`config.mk`:
```
export PLATFORM = sky130hd
export DESIGN_NAME = pipo_load_arbiter_flat
export DESIGN_NICKNAME = d
export VERILOG_FILES = /design/src/rtl/pipo_load_arbiter_if.sv /design/src/rtl/pipo_load_arbiter.sv /design/src/flat_wrapper.sv
export SDC_FILE = /design/constraint.sdc
export NUM_CORES = 1
export LEC_CHECK = 0
export BUFFER_PORTS_ARGS = -buffer_cell sky130_fd_sc_hd__buf_2
export CAP_MARGIN = 5
export CELL_PAD_IN_SITES_DETAIL_PLACEMENT = 1
export CELL_PAD_IN_SITES_GLOBAL_PLACEMENT = 2
export CORE_UTILIZATION = 33
export DETAILED_ROUTE_END_ITERATION = 10
export PLACE_DENSITY_LB_ADDON = 0.1
export SLEW_MARGIN = 20
export SYNTH_ARGS = -nofsm -noshare
export SYNTH_HDL_FRONTEND = slang
export SYNTH_SLANG_ARGS = --single-unit
```
`constraint.sdc`:
```
create_clock -name clk -period 5.05 [get_ports clk]
set_input_delay 0.2525 -clock clk [delete_from_list [all_inputs] [get_ports clk]]
set_output_delay 0.2525 -clock clk [all_outputs]
set_load 0.1 [all_outputs]
```
`src/rtl/pipo_load_arbiter_if.sv`:
```
// Request/grant and PIPO-register bundle between requesters, the load arbiter and the register.
// The master side is the requesters plus the register readback; the slave side is the arbiter.
interface pipo_load_arbiter_if #(
    parameter int WIDTH = 8,
    parameter int NREQ  = 4
);
    localparam int IW = $clog2(NREQ);

    logic [NREQ-1:0]       req_valid;
    logic [NREQ*WIDTH-1:0] req_data;
    logic [NREQ-1:0]       req_ready;
    logic                  urgent;
    logic                  err_clr;
    logic                  reg_enable;
    logic [WIDTH-1:0]      reg_parallel_in;
    logic [WIDTH-1:0]      reg_parallel_out;
    logic [IW-1:0]         owner;
    logic                  owner_valid;
    logic                  busy;
    logic                  load_err;

    modport master (
        output req_valid, req_data, urgent, err_clr, reg_parallel_out,
        input  req_ready, reg_enable, reg_parallel_in, owner, owner_valid, busy, load_err
    );

    modport slave (
        input  req_valid, req_data, urgent, err_clr, reg_parallel_out,
        output req_ready, reg_enable, reg_parallel_in, owner, owner_valid, busy, load_err
    );
endinterface

```
`src/rtl/pipo_load_arbiter.sv`:
```
// Round-robin load sequencer for one shared PIPO register: grant, load, verify readback, hold.
// One load per 3+HOLD_CYCLES cycles; PIPO_ARB_URGENT_EN adds a requester-0 urgent override.
module pipo_load_arbiter #(
    parameter int WIDTH       = 8,
    parameter int NREQ        = 4,
    parameter int HOLD_CYCLES = 1
) (
    input  logic                   clk,
    input  logic                   reset,
    pipo_load_arbiter_if.slave     bus
);
    localparam int IW = $clog2(NREQ);
    localparam logic [3:0] HOLD_LAST = (HOLD_CYCLES == 0) ? 4'd0 : 4'(HOLD_CYCLES - 1);

    typedef logic [IW-1:0]   idx_t;
    typedef logic [IW:0]     cand_t;
    typedef logic [NREQ-1:0] vec_t;
    typedef enum logic [1:0] {IDLE, LOAD, VERIFY, HOLD} state_t;

    state_t           state_q, state_d;
    idx_t             ptr_q, ptr_d;
    idx_t             win_q, win_d;
    idx_t             owner_q, owner_d;
    logic [WIDTH-1:0] data_q, data_d;
    logic [3:0]       cnt_q, cnt_d;
    logic             urg_q, urg_d;
    logic             owner_vld_q, owner_vld_d;
    logic             err_q, err_d;

    logic             pick_found;
    logic             pick_urg;
    idx_t             pick_idx;
    logic [WIDTH-1:0] pick_dat;
    cand_t            cand;

    // First valid requester at or after the pointer, wrapping past NREQ-1.
    always_comb begin
        pick_found = 1'b0;
        pick_urg   = 1'b0;
        pick_idx   = '0;
        pick_dat   = '0;
        cand       = '0;
        for (int i = 0; i < NREQ; i++) begin
            cand = cand_t'(ptr_q) + cand_t'(i);
            if (cand >= cand_t'(NREQ)) cand = cand - cand_t'(NREQ);
            if (!pick_found && bus.req_valid[cand[IW-1:0]]) begin
                pick_found = 1'b1;
                pick_idx   = cand[IW-1:0];
                pick_dat   = bus.req_data[int'(cand[IW-1:0])*WIDTH +: WIDTH];
            end
        end
`ifdef PIPO_ARB_URGENT_EN
        if (bus.urgent && bus.req_valid[0]) begin
            pick_found = 1'b1;
            pick_urg   = 1'b1;
            pick_idx   = '0;
            pick_dat   = bus.req_data[WIDTH-1:0];
        end
`endif
    end

`ifndef PIPO_ARB_URGENT_EN
    logic unused_urgent;
    assign unused_urgent = bus.urgent;
`endif

    always_comb begin
        state_d     = state_q;
        ptr_d       = ptr_q;
        win_d       = win_q;
        data_d      = data_q;
        cnt_d       = cnt_q;
        urg_d       = urg_q;
        owner_d     = owner_q;
        owner_vld_d = owner_vld_q;
        err_d       = err_q;
        if (bus.err_clr) err_d = 1'b0;
        case (state_q)
            IDLE: begin
                if (pick_found) begin
                    win_d   = pick_idx;
                    data_d  = pick_dat;
                    urg_d   = pick_urg;
                    state_d = LOAD;
                end
            end
            LOAD: begin
                // An urgent grant leaves the rotation where it was.
                if (!urg_q) ptr_d = (win_q == idx_t'(NREQ - 1)) ? '0 : win_q + idx_t'(1);
                state_d = VERIFY;
            end
            VERIFY: begin
                if (bus.reg_parallel_out != data_q) err_d = 1'b1;
                owner_d     = win_q;
                owner_vld_d = 1'b1;
                cnt_d       = '0;
                state_d     = (HOLD_CYCLES == 0) ? IDLE : HOLD;
            end
            HOLD: begin
                if (cnt_q == HOLD_LAST) state_d = IDLE;
                else                    cnt_d   = cnt_q + 4'd1;
            end
            default: state_d = IDLE;
        endcase
    end

    always_ff @(posedge clk or posedge reset) begin
        if (reset) begin
            state_q     <= IDLE;
            ptr_q       <= '0;
            win_q       <= '0;
            owner_q     <= '0;
            data_q      <= '0;
            cnt_q       <= '0;
            urg_q       <= 1'b0;
            owner_vld_q <= 1'b0;
            err_q       <= 1'b0;
        end else begin
            state_q     <= state_d;
            ptr_q       <= ptr_d;
            win_q       <= win_d;
            owner_q     <= owner_d;
            data_q      <= data_d;
            cnt_q       <= cnt_d;
            urg_q       <= urg_d;
            owner_vld_q <= owner_vld_d;
            err_q       <= err_d;
        end
    end

    assign bus.reg_enable      = (state_q == LOAD);
    assign bus.req_ready       = (state_q == LOAD) ? (vec_t'(1) << win_q) : '0;
    assign bus.reg_parallel_in = data_q;
    assign bus.owner           = owner_q;
    assign bus.owner_valid     = owner_vld_q;
    assign bus.busy            = (state_q != IDLE);
    assign bus.load_err        = err_q;
endmodule

```
`src/flat_wrapper.sv`:
```
// flat-port wrapper written by rule: the top's interface ports become plain ports
module pipo_load_arbiter_flat 
#(
    parameter int WIDTH       = 8,
    parameter int NREQ        = 4,
    parameter int HOLD_CYCLES = 1
)
  (clk, reset, bus_req_valid, bus_req_data, bus_urgent, bus_err_clr, bus_reg_parallel_out, bus_req_ready, bus_reg_enable, bus_reg_parallel_in, bus_owner, bus_owner_valid, bus_busy, bus_load_err);
  pipo_load_arbiter_if #(.WIDTH(WIDTH), .NREQ(NREQ)) bus_i ();
  input  logic clk;
  input  logic reset;
  input wire logic [$bits(bus_i.req_valid)-1:0] bus_req_valid;
  input wire logic [$bits(bus_i.req_data)-1:0] bus_req_data;
  input wire logic [$bits(bus_i.urgent)-1:0] bus_urgent;
  input wire logic [$bits(bus_i.err_clr)-1:0] bus_err_clr;
  input wire logic [$bits(bus_i.reg_parallel_out)-1:0] bus_reg_parallel_out;
  output wire logic [$bits(bus_i.req_ready)-1:0] bus_req_ready;
  output wire logic [$bits(bus_i.reg_enable)-1:0] bus_reg_enable;
  output wire logic [$bits(bus_i.reg_parallel_in)-1:0] bus_reg_parallel_in;
  output wire logic [$bits(bus_i.owner)-1:0] bus_owner;
  output wire logic [$bits(bus_i.owner_valid)-1:0] bus_owner_valid;
  output wire logic [$bits(bus_i.busy)-1:0] bus_busy;
  output wire logic [$bits(bus_i.load_err)-1:0] bus_load_err;
  assign bus_i.req_valid = bus_req_valid;
  assign bus_i.req_data = bus_req_data;
  assign bus_i.urgent = bus_urgent;
  assign bus_i.err_clr = bus_err_clr;
  assign bus_i.reg_parallel_out = bus_reg_parallel_out;
  assign bus_req_ready = bus_i.req_ready;
  assign bus_reg_enable = bus_i.reg_enable;
  assign bus_reg_parallel_in = bus_i.reg_parallel_in;
  assign bus_owner = bus_i.owner;
  assign bus_owner_valid = bus_i.owner_valid;
  assign bus_busy = bus_i.busy;
  assign bus_load_err = bus_i.load_err;
  pipo_load_arbiter #(.WIDTH(WIDTH), .NREQ(NREQ), .HOLD_CYCLES(HOLD_CYCLES)) u_core (.clk(clk), .reset(reset), .bus(bus_i));
endmodule
```
Word level (Yosys, flattened, before mapping)
Index checks and enable logic that the tools add are counted.
Cells by class
  reductions and logical operators: 13
  muxes and demuxes: 34
  $add $sub $neg: 9
  shifts and indexed selects: 5
  magnitude comparators: 8
  equality and inequality tests: 8
Operator list (count)
  variable part select 32 x 6 -> 8 bit: 4
  2-to-1 mux 8 bit: 4
  2-to-1 mux 2 bit: 11
  less-than comparator 2 x 3 -> 1 bit, second input constant: 4
  2-to-1 mux 1 bit: 11
  greater-or-equal comparator 3 bit, second input constant: 3
  binary-select mux 1 bit (select 2 bit): 4
  2-to-1 mux 4 bit: 2
  inequality test 8 bit: 1
  case mux 2 bit (4 select lines): 1
  case mux 4 bit (2 select lines): 1
  subtractor 2 x 1 -> 2 bit, second input constant: 4
  adder 2 x 2 -> 3 bit, second input constant: 2
  equality test 2 bit, second input constant: 3
  AND reduction 2 bit: 3
  adder 4 x 1 -> 4 bit, second input constant: 1
  zero test 4 bit: 1
  inequality test 2 x 1 -> 1 bit, second input constant: 2
  nonzero test 2 bit: 2
  left shift 1 x 2 -> 4 bit, first input constant: 1
  adder 2 x 1 -> 3 bit, second input constant: 1
  greater-or-equal comparator 2 x 3 -> 1 bit, second input constant: 1
  logical AND 1 bit: 3
  zero test 1 bit: 3
  other kinds (4): 4
Word-level totals
  flip-flop bits (word level): 22
  input bits: 48

Logic depth before layout (Yosys ltp)
Gate-level depths: netlist of run 1.
  depth in word-level cells: 16
  gate-level depth with buffers: 8
  depth with buffers taken out: 7

Worst setup path after synthesis of run 1
No wires, ideal clock.
  path kind: reg2out
  start: reg u_core.state_q[1]
  end: out bus_req_ready[0]
  stages on the path, launching flop included: 4
  data arrival time: 2.241 ns
  data required time: 4.798 ns
  setup slack: 2.556 ns
  path through: dfrtp_1 > inv_1 > ha_1 > and2_1
On the way
  word-level cells in the longest chain between the ends: 2
RTL lines
  from (decl): RTL line pipo_load_arbiter.sv:20  | state_t state_q, state_d;
  from (signal assigned): RTL line pipo_load_arbiter.sv:119  | state_q <= state_d;
  equality test 2 x 1 -> 1 bit
  named net bus_reg_enable: RTL line flat_wrapper.sv:18  | output wire logic [$bits(bus_i.reg_enable)-1:0] bus_reg_enable;
  2-to-1 mux 4 bit: RTL line pipo_load_arbiter.sv:132  | assign bus.req_ready = (state_q == LOAD) ? (vec_t'(1) << win_q) : '0;
  to (decl): RTL line flat_wrapper.sv:17  | output wire logic [$bits(bus_i.req_ready)-1:0] bus_req_ready;
The timed path passes the listed nets, and every way through them passes these cells.

Final worst setup path of run 1
  start: reg u_core.ptr_q[0]
  end: reg u_core.data_q[7], in the netlist u_core.bus.reg_parallel_in[7]
On the way
  word-level cells in the longest chain between the ends: 15
  elaborated cells between the ends (all ways): 42
RTL lines
  from (decl): RTL line pipo_load_arbiter.sv:21  | idx_t ptr_q, ptr_d;
  from (signal assigned): RTL line pipo_load_arbiter.sv:120  | ptr_q <= ptr_d;
  parallel branches: the longest is 15 deep, another holds adder 2 x 1 -> 3 bit
  to (signal assigned): RTL line pipo_load_arbiter.sv:123  | data_q <= data_d;
  to (decl): RTL line pipo_load_arbiter.sv:24  | logic [WIDTH-1:0] data_q, data_d;
Several ways; the timed one is not identified. The select of a mux whose other input is x is not followed.
A chain may end at the register's enable or synchronous reset.

==> results of run 1 <==
## synth_stat cells (all sizes together) (2+ instances only)
| library cell | number | area, µm² |
|---|---|---|
| a21oi | 5 | 28.8 |
| a221oi | 9 | 85.1 |
| a22oi | 8 | 60.1 |
| a41oi | 8 | 70.1 |
| and2 | 6 | 37.5 |
| buf | 14 | 108 |
| clkbuf | 3 | 11.3 |
| dfrtp | 22 | 551 |
| ha | 11 | 138 |
| inv | 12 | 45.0 |
| mux2 | 11 | 150 |
| mux2i | 26 | 260 |
| nand2 | 39 | 146 |
| nand2b | 2 | 12.5 |
| nand3 | 9 | 45.0 |
| nand4 | 3 | 18.8 |
| nor2 | 7 | 36.3 |
| nor2b | 10 | 65.1 |
| nor3 | 3 | 15.0 |
| nor4b | 2 | 17.5 |
| nor4bb | 2 | 20.0 |
| o21a | 3 | 23.8 |
| o21ai | 33 | 165 |
| xnor2 | 9 | 78.8 |
## metal layers
layer  vias up  track usage, %
met3         5            1.64
met2        57            31.3
li1       1088               -
met1      1052            24.5
met5         -               0
met4         0            4.70
## sequential cells by signal, indices dropped and copies added (netlist names)
name / cells
u_core.bus.owner: 2
u_core.bus.owner_valid: 1
u_core.bus.reg_parallel_in: 8
u_core.state_q: 2
u_core.cnt_q: 4
u_core.bus.load_err: 1
u_core.win_q: 2
u_core.ptr_q: 2
## critical path, stage by stage (launching register included)
cell	delay, ps
dfrtp_1	370
buf_4	230
inv_1	720
a21oi_2	330
a221oi_1	410
o21ai_1	110
## cell families after synthesis
kind of cell,Yosys count,share of synthesized area [%]
buf+inv,29,7.11
xor+xnor,9,3.42
simple gates,88,20.2
fa+ha+maj,11,5.97
mux,37,17.8
flops,22,23.9
compound gates,74,21.7
## stage by stage
step / area (µm²) / cells / hold slack, ps / setup slack [ps] / power (mW)
after detailed placement: 2620 / 399 / 446 / 2790 / 1.71
after floorplan: 2310 / 270 / 242 / 2560 / 1.48
after global routing: 2680 / 403 / 171 / 2540 / 1.97
final: 2680 / 403 / 154 / 2760 / 1.83
after global placement: 2620 / 399 / 440 / 2740 / 1.70
after CTS: 2680 / 403 / 158 / 2770 / 1.85
## path summary, 6_finish.rpt
kind / start / depth (start not counted) / end
max: u_core.ptr_q[0] / 5 / u_core.bus.reg_parallel_in[7]
min: reset / 2 / u_core.bus.owner_valid
max reg2reg: u_core.ptr_q[0] / 5 / u_core.bus.reg_parallel_in[7]
min reg2reg: u_core.bus.owner_valid / 1 / u_core.bus.owner_valid
max in group asynchronous: reset / 2 / u_core.ptr_q[1]
min in group clk: bus_err_clr / 2 / u_core.bus.load_err
## final cells by class
class	instances	area share (%)
Inverter	12	1.68
Sequential cell	22	20.6
Tap cell	80	3.74
Clock buffer	4	2.06
Timing Repair Buffer	66	12.5
Multi-Input combinational cell	219	59.4
## power breakdown
part | leakage (nW) | internal (mW) | switching (mW)
combinational | 0.925 | 0.411 | 0.981
sequential | 0.271 | 0.248 | 0.0587
clock | 0.0288 | 0.0697 | 0.0608
total | 1.22 | 0.729 | 1.10
==> results.py, run 1 <==
metrics = {
    "timing": {
        "fin_crit_ps": 2290,
        "worst_pin_slew_ps": 1010,
        "drv_slew": 0,
        "fin_skew_ps": 4.37,
        "max-slew-margin-rel_pct": 32.4,
        "fmax_ghz": 0.437,
        "setup_tns_ps": 0,
        "setup_viol": 0,
        "rsz0062_at_grt": "false",
        "hold_viol_final": 0,
        "fin_crit_sh_pct": 45.3,
    },
    "drt": {
        "dr_wl_met2_um": 3020,
        "vias": 2202,
        "wirelength_um": 6400,
        "ant_nets": 0,
        "drc": 0,
        "drt_first_pass_iters": 4,
        "via_per_inst": 5.46,
        "top_layer": "met4",
        "drtIter0Drc": 82,
        "wl_met1_um": 3100,
        "wl_met3_um": 214,
        "wl_per_cell_um": 15.9,
    },
    "die": {
        "die_area_mm2": 0.00733,
        "die_width_um": 85.6,
        "rows": 30,
        "core-area_mm2": 0.00676,
        "io_pins": 66,
        "initial_utilization_pct": 34.1,
        "die_y_um": 85.6,
    },
    "global_routing": {
        "grt_pass1_vias": 2148,
        "overflow": 0,
        "grt_pass1_wl_um": 10600,
        "antenna_found_initial": 0,
        "grt_use_total_pct": 18.2,
        "grt_max_degree": 50,
    },
    "cts": {
        "cts_tree": "done",
        "cts_resized": 0,
        "clk_pin_slew_ps": 80,
        "clk_path_buf_depth": 2,
        "cts_setup_buffers": 0,
        "cts_buffers": 3,
        "clock_latency_ps": 270,
        "cts_root_buffer": "clkbuf_8",
        "cts_num_sinks": 22,
        "hold_buffers": 0,
        "h-tree-depth": 1,
    },
    "power": {
        "powerDensity_mw_per_mm2": 683,
        "peakVddDrop_v": 0.000169,
        "p_leak_nw": 1.22,
    },
    "finish": {
        "seq_area_um2": 552,
        "fillCellCount": 847,
        "diodes": 0,
        "drive_above_1_share_pct": 28.2,
        "multi_input_area_mm2": 0.00159,
        "mostFrequentLayoutCell": "buf_2",
        "fin_nets": 383,
        "area_growth_pct": 16.2,
        "fin_util_pct": 39.6,
        "final_cell_mix": "buf_2 (64), nand2_1 (39), mux2i_1 (26), o21ai_0 (25), dfrtp_1 (21)",
    },
    "placed_design": {
        "hpwl_um": 4720,
        "gp_congestion": 0.745,
        "io_buffers": 64,
    },
    "setup_path": {
        "cp_max_fo": 32,
        "crit_path_end_kind": "flip-flop",
        "crit_type": "reg2reg",
        "worst-endpoint-arrival_ps": 2440,
        "cp.required_ps": 5200,
        "cp-start-kind": "flip-flop",
        "rrSetupSlack_ps": 2760,
    },
    "worst_hold_path": {
        "hp-class": "in2async",
    },
    "synth": {
        "ys.flop_type": "dfrtp_1",
        "synth_cell_type_count": 48,
        "synth_edf_count": 0,
        "netlist_instances": 270,
        "ys_seq_elements": 22,
        "synth_area_mm2": 0.00231,
        "async_flop_share_pct": 100,
        "seq_area_frac_synth_pct": 23.9,
        "ys_warn_count": 0,
        "syn_avg_cell_area_um2": 8.54,
        "synth.net_count": 329,
    },
    "status": {
        "outcome": "completed",
    },
    "run": {
        "maxCapViolations": 0,
    },
}
Note: power is estimated with default switching activity, not from simulation.
==> run 2, diff against run 1 <==
--- a/config.mk
+++ b/config.mk
@@ -9,7 +9,7 @@
 export CAP_MARGIN = 5
 export CELL_PAD_IN_SITES_DETAIL_PLACEMENT = 1
 export CELL_PAD_IN_SITES_GLOBAL_PLACEMENT = 2
-export CORE_UTILIZATION = 33
+export CORE_UTILIZATION = 30
 export DETAILED_ROUTE_END_ITERATION = 10
 export PLACE_DENSITY_LB_ADDON = 0.1
 export SLEW_MARGIN = 20
==> constraint.sdc (replaced) <==
create_clock -name clk -period 2.17 [get_ports clk]
set_input_delay 0.1085 -clock clk [delete_from_list [all_inputs] [get_ports clk]]
set_output_delay 0.1085 -clock clk [all_outputs]
set_load 0.1 [all_outputs]
==> run 2 against run 1 <==
Effect of this change:
- non-clock buffer count grew 8
- worst hold slack worse by 140 ps
- final cell count increased by 6.7%
- utilization fell by 1.8 points
- fmax grew 21%
- highest routed layer unchanged
==> results.py, run 2 (synthesis results as in run 1) <==
metrics = {
    "cts": {
        "cts_resized": 0,
        "cts_tree": "done",
        "cts_buffers": 3,
        "h-tree-depth": 1,
        "cts_root_buffer": "clkbuf_8",
        "cts_num_sinks": 22,
        "cts_setup_buffers": 0,
        "clk_pin_slew_ps": 80,
        "clock_latency_ps": 260,
        "hold_buffers": 1,
        "clk_path_buf_depth": 2,
    },
    "run": {
        "maxCapViolations": 0,
    },
    "global_routing": {
        "antenna_found_initial": 0,
        "grt_max_degree": 28,
        "overflow": 0,
        "grt_pass1_vias": 2095,
        "grt_pass1_wl_um": 10100,
        "grt_use_total_pct": 16.5,
    },
    "setup_path": {
        "crit_path_end_kind": "flip-flop",
        "crit_type": "reg2reg",
        "cp_max_fo": 18,
        "cp.required_ps": 2360,
        "cp-start-kind": "flip-flop",
        "worst-endpoint-arrival_ps": 2080,
    },
    "finish": {
        "largest_reg_flops": 8,
        "area_growth_pct": 20.2,
        "diodes": 0,
        "mostFrequentLayoutCell": "buf_2",
        "fillCellCount": 920,
        "final_cell_mix": "buf_2 (64), nand2_1 (39), mux2i_1 (26), o21ai_0 (25), dfrtp_1 (21)",
        "final_cell_count_no_fill": 430,
        "seq_area_um2": 552,
        "drive_above_1_share_pct": 30.5,
        "fin_nets": 391,
        "multi_input_area_mm2": 0.00160,
    },
    "die": {
        "io_pins": 66,
        "rows": 31,
        "initial_utilization_pct": 31.5,
        "die_y_um": 89.7,
        "die_width_um": 89.7,
        "core-area_mm2": 0.00733,
        "die_area_mm2": 0.00804,
    },
    "timing": {
        "worst_slack_ps": 279,
        "max-slew-margin-rel_pct": 64.4,
        "fin_crit_sh_pct": 87.1,
        "drv_slew": 0,
        "setup_tns_ps": 0,
        "worst_pin_slew_ps": 527,
        "fin_crit_ps": 1890,
        "hold_viol_final": 0,
        "rsz0062_at_grt": "false",
        "setup_viol": 0,
        "fin_skew_ps": 2.39,
        "fmax_ghz": 0.529,
    },
    "drt": {
        "vias": 2171,
        "drtIter0Drc": 73,
        "drc": 0,
        "drt_first_pass_iters": 4,
        "wl_per_cell_um": 14.8,
        "wirelength_um": 6370,
        "via_per_inst": 5.05,
        "ant_nets": 0,
    },
    "power": {
        "p_leak_nw": 1.26,
        "powerDensity_mw_per_mm2": 1540,
        "peakVddDrop_v": 0.000592,
    },
    "placed_design": {
        "gp_congestion": 0.819,
        "hpwl_um": 4980,
        "dp_slack_ps": 267,
        "io_buffers": 64,
        "place_inst": 425,
    },
    "worst_hold_path": {
        "hp-class": "in2reg",
    },
    "status": {
        "outcome": "completed",
    },
}
==> run 2: cell count changes in the layout (fill, tap and decap cells not counted), sizes merged <==
cell         delta
buf             +7
dlygate4sd3     +1
==> run 2: area by class of cell <==
| cell class | count | area share (%) |
|---|---|---|
| multi-input combinational | 219 | 57.6 |
| sequential | 22 | 19.9 |
| tap | 99 | 4.47 |
| timing repair buffer | 74 | 14.8 |
| clock buffer | 4 | 1.62 |
| inverter | 12 | 1.62 |
==> run 2: final timing paths <==
kind	from	end	slack, ps	cells past startpoint
min in group asynchronous	reset	u_core.bus.owner_valid	340	3
worst min register to register	u_core.bus.owner_valid	u_core.bus.owner_valid	470	1
worst min-delay path	bus_err_clr	u_core.bus.load_err	10	2
max in group asynchronous	reset	u_core.cnt_q[0]	1300	4
worst max-delay path	u_core.ptr_q[1]	u_core.bus.reg_parallel_in[0]	280	5
worst max register to register	u_core.ptr_q[1]	u_core.bus.reg_parallel_in[0]	280	5
==> run 2: power by group <==
group,switching [mW],leakage [nW],internal [mW]
clock network,0.138,0.0228,0.131
logic,2.20,0.971,1.03
registers,0.202,0.271,0.577
total,2.54,1.26,1.74
==> run 2: metrics by stage <==
step,cell area [µm²],utilization (%),hold WS (ps),power (mW)
floorplan,2310,-,97.7,3.45
global placement,2720,37.1,88.0,4.02
detailed placement,2720,37.1,92.1,4.06
CTS,2770,37.8,6.54,4.34
global route,2770,37.8,1.99,4.65
finish,2770,37.8,9.87,4.28
==> run 2: metal layers <==
layer  vias to the layer above  track usage, %  share of wire, %
li1                       1101               -                 -
met1                      1024            21.5                47
met2                        42            28.9                49
met3                         4            1.19               2.8
met4                         0            5.05              0.96
met5                         -               0                 0
==> run 2: worst max-delay path, stage by stage, from the launching register on <==
cell and delay (ps):
dfrtp_2 530, or3b_1 410, a211o_1 320, nand2_1 280, a41oi_1 170, o21ai_1 110
